==> src/rtl/microwave_pkg.sv <==
// Shared state encodings, preset limits and the preset saturation helper
// for the microwave cooking sequencer.
package microwave_pkg;

    typedef enum logic [1:0] {
        ST_IDLE   = 2'd0,
        ST_COOK   = 2'd1,
        ST_PAUSED = 2'd2,
        ST_BEEP   = 2'd3
    } state_t;

    localparam logic [6:0] MAX_SEC    = 7'd59;
    localparam logic [6:0] MAX_MIN    = 7'd99;
    localparam logic [6:0] QUICK_SEC  = 7'd30;
    localparam logic [3:0] MAX_POWER  = 4'd10;
    localparam logic [3:0] PHASE_LAST = 4'd9;

    function automatic logic [6:0] sat7(input logic [6:0] value, input logic [6:0] limit);
        return (value > limit) ? limit : value;
    endfunction

endpackage

==> src/rtl/tick_gen.sv <==
// One-second prescaler: free-running 0..TICK_COUNT-1 with a one-cycle tick
// strobe on the last count; restart forces the count back to zero.
module tick_gen #(
    parameter int TICK_COUNT = 50_000_000
) (
    input  logic clock,
    input  logic reset,
    input  logic restart,
    output logic tick
);

    localparam int CW = (TICK_COUNT > 1) ? $clog2(TICK_COUNT) : 1;
    localparam logic [CW-1:0] LAST = CW'(TICK_COUNT - 1);

    logic [CW-1:0] r_count;

    always_ff @(posedge clock or negedge reset) begin
        if (!reset) begin
            r_count <= '0;
        end else if (restart || (r_count == LAST)) begin
            r_count <= '0;
        end else begin
            r_count <= r_count + 1'b1;
        end
    end

    assign tick = (r_count == LAST);

endmodule

==> src/rtl/microwave_ctrl.sv <==
// Cooking sequencer: presets and start/pause/stop pulses toward the countdown
// timer, plus magnetron duty cycle, cavity lamp, end-of-cook beep and arm fault.
module microwave_ctrl
    import microwave_pkg::*;
#(
    parameter int TICK_COUNT  = 50_000_000,
    parameter int BEEP_TICKS  = 3,
    parameter int ARM_TIMEOUT = 1024
) (
    input  logic       clock,
    input  logic       reset,
    input  logic       btn_start,
    input  logic       btn_stop,
    input  logic       btn_pause,
    input  logic       door_open,
    input  logic [6:0] min_in,
    input  logic [6:0] sec_in,
    input  logic [3:0] power,
    input  logic       timer_done,
    output logic [6:0] min_out,
    output logic [6:0] sec_out,
    output logic       timer_start,
    output logic       timer_pause,
    output logic       timer_stop,
    output logic       magnetron,
    output logic       lamp,
    output logic       beep,
    output logic       fault,
    output logic [1:0] state
);

    localparam int AW = (ARM_TIMEOUT > 1) ? $clog2(ARM_TIMEOUT) : 1;
    localparam logic [AW-1:0] ARM_LAST = AW'(ARM_TIMEOUT - 1);
    localparam int BW = (BEEP_TICKS > 1) ? $clog2(BEEP_TICKS) : 1;
    localparam logic [BW-1:0] BEEP_LAST = BW'(BEEP_TICKS - 1);

    state_t        r_state, w_state_next;
    logic          r_armed, w_armed_next;
    logic [AW-1:0] r_arm_cnt, w_arm_cnt_next;
    logic          r_fault, w_fault_next;
    logic [BW-1:0] r_beep_cnt, w_beep_cnt_next;
    logic [3:0]    r_phase, w_phase_next;
    logic          r_door_q;
    logic          r_timer_start, r_timer_pause, r_timer_stop;
    logic          w_start_pulse, w_pause_pulse, w_stop_pulse;
    logic [6:0]    r_min_out, r_sec_out;
    logic [6:0]    w_min_sat, w_sec_sat, w_min_preset, w_sec_preset;
    logic          r_magnetron, r_lamp, r_beep;
    logic          w_tick, w_restart;
    logic [3:0]    w_eff_power;
    logic          w_door_rise, w_any_event;

    tick_gen #(
        .TICK_COUNT(TICK_COUNT)
    ) u_tick_gen (
        .clock  (clock),
        .reset  (reset),
        .restart(w_restart),
        .tick   (w_tick)
    );

    assign w_min_sat    = sat7(min_in, MAX_MIN);
    assign w_sec_sat    = sat7(sec_in, MAX_SEC);
    assign w_min_preset = w_min_sat;
    assign w_sec_preset = ((w_min_sat == 7'd0) && (w_sec_sat == 7'd0)) ? QUICK_SEC : w_sec_sat;
    assign w_eff_power  = (power > MAX_POWER) ? MAX_POWER : power;
    assign w_door_rise  = door_open & ~r_door_q;
    assign w_any_event  = btn_start | btn_stop | btn_pause | w_door_rise;

    // Stop outranks the door, the door outranks pause, pause outranks start.
    always_comb begin
        w_state_next    = r_state;
        w_armed_next    = r_armed;
        w_arm_cnt_next  = r_arm_cnt;
        w_fault_next    = r_fault;
        w_beep_cnt_next = r_beep_cnt;
        w_start_pulse   = 1'b0;
        w_pause_pulse   = 1'b0;
        w_stop_pulse    = 1'b0;
        w_restart       = 1'b0;
        case (r_state)
            ST_IDLE: begin
                if (btn_start && !btn_stop && !door_open && !btn_pause) begin
                    w_state_next   = ST_COOK;
                    w_start_pulse  = 1'b1;
                    w_restart      = 1'b1;
                    w_armed_next   = 1'b0;
                    w_arm_cnt_next = '0;
                    w_fault_next   = 1'b0;
                end
            end
            ST_COOK: begin
                if (btn_stop) begin
                    w_state_next = ST_IDLE;
                    w_stop_pulse = 1'b1;
                end else if (door_open || btn_pause) begin
                    w_state_next  = ST_PAUSED;
                    w_pause_pulse = 1'b1;
                end else if (r_armed && timer_done) begin
                    w_state_next    = ST_BEEP;
                    w_beep_cnt_next = '0;
                end else if (!r_armed) begin
                    if (!timer_done) begin
                        w_armed_next = 1'b1;
                    end else if (r_arm_cnt == ARM_LAST) begin
                        w_state_next = ST_IDLE;
                        w_stop_pulse = 1'b1;
                        w_fault_next = 1'b1;
                    end else begin
                        w_arm_cnt_next = r_arm_cnt + 1'b1;
                    end
                end
            end
            ST_PAUSED: begin
                if (btn_stop) begin
                    w_state_next = ST_IDLE;
                    w_stop_pulse = 1'b1;
                end else if (btn_start && !door_open && !btn_pause) begin
                    // Arm flag is kept: the timer already left idle before the pause.
                    w_state_next  = ST_COOK;
                    w_start_pulse = 1'b1;
                    w_fault_next  = 1'b0;
                end
            end
            ST_BEEP: begin
                if (w_any_event) begin
                    w_state_next = ST_IDLE;
                end else if (w_tick) begin
                    if (r_beep_cnt == BEEP_LAST) begin
                        w_state_next = ST_IDLE;
                    end else begin
                        w_beep_cnt_next = r_beep_cnt + 1'b1;
                    end
                end
            end
            default: w_state_next = ST_IDLE;
        endcase
    end

    always_comb begin
        w_phase_next = 4'd0;
        case (r_state)
            ST_COOK: begin
                w_phase_next = r_phase;
                if (w_tick) begin
                    w_phase_next = (r_phase == PHASE_LAST) ? 4'd0 : r_phase + 4'd1;
                end
            end
            ST_PAUSED: w_phase_next = r_phase;
            default:   w_phase_next = 4'd0;
        endcase
    end

    always_ff @(posedge clock or negedge reset) begin
        if (!reset) begin
            r_state       <= ST_IDLE;
            r_armed       <= 1'b0;
            r_arm_cnt     <= '0;
            r_fault       <= 1'b0;
            r_beep_cnt    <= '0;
            r_phase       <= 4'd0;
            r_door_q      <= 1'b0;
            r_timer_start <= 1'b0;
            r_timer_pause <= 1'b0;
            r_timer_stop  <= 1'b0;
            r_min_out     <= 7'd0;
            r_sec_out     <= 7'd0;
            r_magnetron   <= 1'b0;
            r_lamp        <= 1'b0;
            r_beep        <= 1'b0;
        end else begin
            r_state       <= w_state_next;
            r_armed       <= w_armed_next;
            r_arm_cnt     <= w_arm_cnt_next;
            r_fault       <= w_fault_next;
            r_beep_cnt    <= w_beep_cnt_next;
            r_phase       <= w_phase_next;
            r_door_q      <= door_open;
            r_timer_start <= w_start_pulse;
            r_timer_pause <= w_pause_pulse;
            r_timer_stop  <= w_stop_pulse;
            if (r_state == ST_IDLE) begin
                r_min_out <= w_min_preset;
                r_sec_out <= w_sec_preset;
            end
            r_magnetron <= (r_state == ST_COOK) && !door_open && (r_phase < w_eff_power);
            r_lamp      <= door_open || (r_state == ST_COOK) || (r_state == ST_PAUSED);
            r_beep      <= (w_state_next == ST_BEEP);
        end
    end

    assign min_out     = r_min_out;
    assign sec_out     = r_sec_out;
    assign timer_start = r_timer_start;
    assign timer_pause = r_timer_pause;
    assign timer_stop  = r_timer_stop;
    assign magnetron   = r_magnetron;
    assign lamp        = r_lamp;
    assign beep        = r_beep;
    assign fault       = r_fault;
    assign state       = r_state;

endmodule

==> config.mk <==
export PLATFORM = sky130hd
export DESIGN_NAME = microwave_ctrl
export DESIGN_NICKNAME = d
export VERILOG_FILES = /design/src/rtl/microwave_pkg.sv /design/src/rtl/tick_gen.sv /design/src/rtl/microwave_ctrl.sv
export SDC_FILE = /design/constraint.sdc
export NUM_CORES = 1
export LEC_CHECK = 0
export BUFFER_PORTS_ARGS = -buffer_cell sky130_fd_sc_hd__buf_2
export CAP_MARGIN = 20
export CORE_MARGIN = 1
export CORE_UTILIZATION = 40
export CTS_CLUSTER_DIAMETER = 200
export DETAILED_ROUTE_END_ITERATION = 8
export SETUP_SLACK_MARGIN = 0.15
export SYNTH_ARGS = -nofsm -noshare
export SYNTH_HDL_FRONTEND = slang
export SYNTH_SLANG_ARGS = --single-unit
==> constraint.sdc <==
create_clock -name clock -period 2.1 [get_ports clock]
set_input_delay 0.42 -clock clock [delete_from_list [all_inputs] [get_ports clock]]
set_output_delay 0.42 -clock clock [all_outputs]
set_load 0.03 [all_outputs]
==> results.md <==
- The synthesized netlist net count is 415.
- The count of clock tree sinks is 67.
- 48 I/O pins were placed.
- The count of buffers added on input and output ports is 47.
- Dividing the final minimum period by the clock period gives 99.45%.
- The most used flip-flop cell after synthesis is sky130_fd_sc_hd__dfrtp_1.
- After clock tree synthesis, the clock-pin slew on the worst setup and hold paths is 80 ps.
- In the synthesized netlist, the number of instances is 378.
- The start of the worst register-to-register path is u_tick_gen.r_count[9].
- At the worst endpoint, the required time is 2330 ps.
- The worst clock skew is 11.18 ps.
- Of all cell types, the one taking the most synthesized area is sky130_fd_sc_hd__dfrtp_1.
- Of all nets on the critical path, the largest fanout is 7.
- The vias per cell is 5.498.
- TritonCTS built the clock tree.
- The maximum ir drop on the vdd rail is 613.6 uV.
- At the pin with the least slew margin, the transition time is 471.7 ps.
- The post-synthesis share of cell area spent on xor and xnor gates is 6.574%.
- For this run, design rule violations remaining after detail routing come to 0.
- Of the cells placed in the final design, the portion with a size suffix greater than 1 is 29.18%.
- The number of endpoints failing setup at the final stage is 0.
- After synthesis, the largest family of logic cells by area is simple AND/OR/NAND/NOR gates.
- Counting the buffers created by CTS gives 9.
- Summed over all layers, the routed wires come to 8748 um.
- The commonest cells after synthesis are sky130_fd_sc_hd__dfrtp_1, sky130_fd_sc_hd__nor2_1, sky130_fd_sc_hd__nand3_1.
- The cell area after technology mapping is 3597 um2.
- In this run the horizontal extent of the chip is 96.83 um.
- The initial antenna violation count is 0.
- The area fraction in and, or, nand and nor cells after synthesis is 24.10%.
- At the worst endpoint, the arrival time is 2320 ps.
- The count of final max-slew check failures is 0.
- The worst register-to-register path has a setup slack of 10 ps.
- Among all stages on the critical path, the largest delay is contributed by sky130_fd_sc_hd__or4_4.
- The share of synthesized flip-flops with an asynchronous set or reset is 100.0%.
- The run finished with clean final reports.
- Dividing the synthesized area by the synthesized cell count gives 9.516 um2.
- The leftover overflow at the end of global routing is 0.
- The diode insertion count for antenna repair is 0.
- The design draws 4.564 mW.
- The area share of the largest cell type after synthesis is 46.61%.
- The via count of the first global-routing pass is 2944.
- For this run, the slowest stage of the critical path takes 550 ps.
- The buffers plus inverters on the worst setup path is 1.
- The number of buffers on the longest clock path is 2.
- The analysis attributes to cell leakage a power of 2.083 nW.
- The floorplan has 34 rows.
- Synthesis inferred 67 register bits.
- The wire length of the first global-routing pass is 13960 um.
- The total placed cells including tap cells is 540.
- Global routing consumed, over all layers together, 18.15% of the routing resources.
- The kind of cell adding the most delay to the critical path is simple AND/OR/NAND/NOR gates.
- Headroom to the max-slew limit came out at 68.55%.
- The worst hold path class is in -> async.
- The number of unique standard cell types used by synthesis is 57.
- Leaving out filler cells and counting taps, the final layout contains 574.
- Compared with the post-synthesis result, the final layout area differs by 31.06%.
- Counting flops with a built-in enable in the synthesized netlist gives 0.
- The final estimated routing congestion in global placement is 0.8274.
- For this block, the via count after detailed routing is 3156.
- The multiplexer area fraction after synthesis is 1.252%.
- The clock latency reported for the late side of the worst-skew pair is 340 ps.
- Sequential cells were found to cover 46.61% of the synthesized design area.
- The number of iterations in the first detailed-routing pass is 4.
- The net total in the final layout is 498.
- The cell area power density is 968.0 nW/um2.
- The post-layout minimum cycle time is 2088 ps.
- The count of final hold-check violations is 0.
- The HPWL after detailed placement is 5926 um.
- The worst setup path is launched from a flop.
- The placeable core region is 8721 um2.
- The buffer type at the clock tree root is sky130_fd_sc_hd__clkbuf_8.
- Entering global routing, the biggest net connects 36 pins.
- The destination of the worst register-to-register timing path is r_phase[0].
- The max-cap violation count is 0.
- Setup repair after global routing could not meet its margin everywhere.
- The die area is 9376 um2.
- In the final routed layout, each cell accounts on average for 15.24 um.
- In the post-synthesis netlist, the cell with the most instances is sky130_fd_sc_hd__dfrtp_1.
- The detailed router finished its first iteration with 144 violations.
- In this run the vertical extent of the chip is 96.83 um.
- For this configuration, the core starts out at a cell density of 41.25%.
- The H-tree level count is 3.
- Sorting the synthesized cells by area gives the leading types as sky130_fd_sc_hd__dfrtp_1, sky130_fd_sc_hd__nor2_1, sky130_fd_sc_hd__ha_1, sky130_fd_sc_hd__xor2_1, sky130_fd_sc_hd__nand3_1.
- The critical path goes through or4_4 > nor4_4 > nand3_2 > buf_6 > mux2_4 > a22o_1.
- During synthesis, Yosys emitted a total of 0 warnings.
- The highest achievable clock rate is 478.8 MHz.
- The residual antenna-violating net count after detailed routing is 0.
- Summing the areas of all compound-gate instances in the mapped netlist gives 13.53% of the synthesized area.
- The critical path endpoint category is a flop.
- The area share of fa/ha/maj cells after synthesis is 4.174%.
- The number of cells on the worst reg-to-reg path is 6.
- The critical path in this run is classified as reg -> reg.
## sequential cells by signal (all words and copies together) (netlist names)
name,flops
beep,1
min_out,7
timer_pause,1
fault,1
timer_start,1
r_phase,4
r_door_q,1
sec_out,7
timer_stop,1
lamp,1
state,2
r_armed,1
u_tick_gen.r_count,26
magnetron,1
r_arm_cnt,10
r_beep_cnt,2
## how the worst max path moves through the flow
stage | from | end | slack [ps] | cells past startpoint
after floorplan | u_tick_gen.r_count[18] | r_phase[0] | 120 | 6
after global placement | u_tick_gen.r_count[18] | r_phase[0] | 50 | 6
after detailed placement | u_tick_gen.r_count[18] | r_phase[0] | -10 | 6
after CTS | u_tick_gen.r_count[9] | r_phase[0] | 30 | 6
after global routing | u_tick_gen.r_count[9] | r_phase[1] | -40 | 6
final | u_tick_gen.r_count[9] | r_phase[0] | 10 | 6
## placed cells by master (no fill, tap or decap), types with 8 or more instances in the layout
cell type / Yosys / final
sky130_fd_sc_hd__a21oi_1: 16 / 16
sky130_fd_sc_hd__buf_2: 3 / 47
sky130_fd_sc_hd__buf_4: 0 / 30
sky130_fd_sc_hd__clkbuf_8: 0 / 9
sky130_fd_sc_hd__dfrtp_1: 67 / 65
sky130_fd_sc_hd__ha_1: 12 / 10
sky130_fd_sc_hd__inv_1: 18 / 16
sky130_fd_sc_hd__nand2_1: 22 / 21
sky130_fd_sc_hd__nand3_1: 24 / 23
sky130_fd_sc_hd__nand4_1: 13 / 13
sky130_fd_sc_hd__nor2_1: 53 / 51
sky130_fd_sc_hd__o21ai_0: 8 / 8
sky130_fd_sc_hd__xnor2_1: 10 / 10
sky130_fd_sc_hd__xor2_1: 17 / 17
## power breakdown
group	internal (mW)	switching [mW]	total, mW
registers	1.54	0.201	1.74
clock network	0.554	0.538	1.09
logic	0.637	1.10	1.73
## cells by family after synthesis
kind of cell,count (synthesis)
buffers and inverters,33
XOR/XNOR,27
adder cells (fa/ha/maj),12
AND/OR/NAND/NOR,163
multiplexers,4
flip-flops,67
AO/OA/AOI/OAI,72
## timing repair
action                                  4_1_cts  5_1_grt
buffers inserted                              4       12
hold buffers                                  0        0
pin swaps                                     6       16
cloned                                        1        2
endpoints found under the setup margin       36       46
gates resized for setup                      14       20
## metrics by stage
| stage | cell area (um2) | setup WS [ps] | hold WS (ps) | util [%] | TNS, ps |
|---|---|---|---|---|---|
| floorplan | 3649 | 117.9 | 124.4 | - | 0 |
| global placement | 4138 | 50.87 | 395.4 | 47.45 | 0 |
| global route | 4715 | -44.27 | 52.48 | 54.06 | -156.0 |
| detailed placement | 4138 | -9.609 | 400.5 | 47.45 | -9.609 |
| finish | 4715 | 11.60 | 26.97 | 54.06 | 0 |
| CTS | 4474 | 26.70 | 36.08 | 51.31 | 0 |
## layout make-up
cell class	count	area (um2)
fillers	757	4006
repair buffers	86	628.1
clock buffers	9	123.9
well taps	108	135.1
inverters	19	76.32
flip-flops and latches	67	1679
multi-input cells	278	1993
clock inverters	7	78.83
## per-layer routing
metal | vias up | share of wire (%) | GRT usage [%]
li1 | 1527 | - | -
met1 | 1550 | 48 | 25.20
met2 | 71 | 47 | 28.33
met3 | 8 | 4.0 | 3.324
met4 | 0 | 0.89 | 6.659
met5 | - | 0 | 0
No activity file was read; power rests on OpenSTA's default activity.
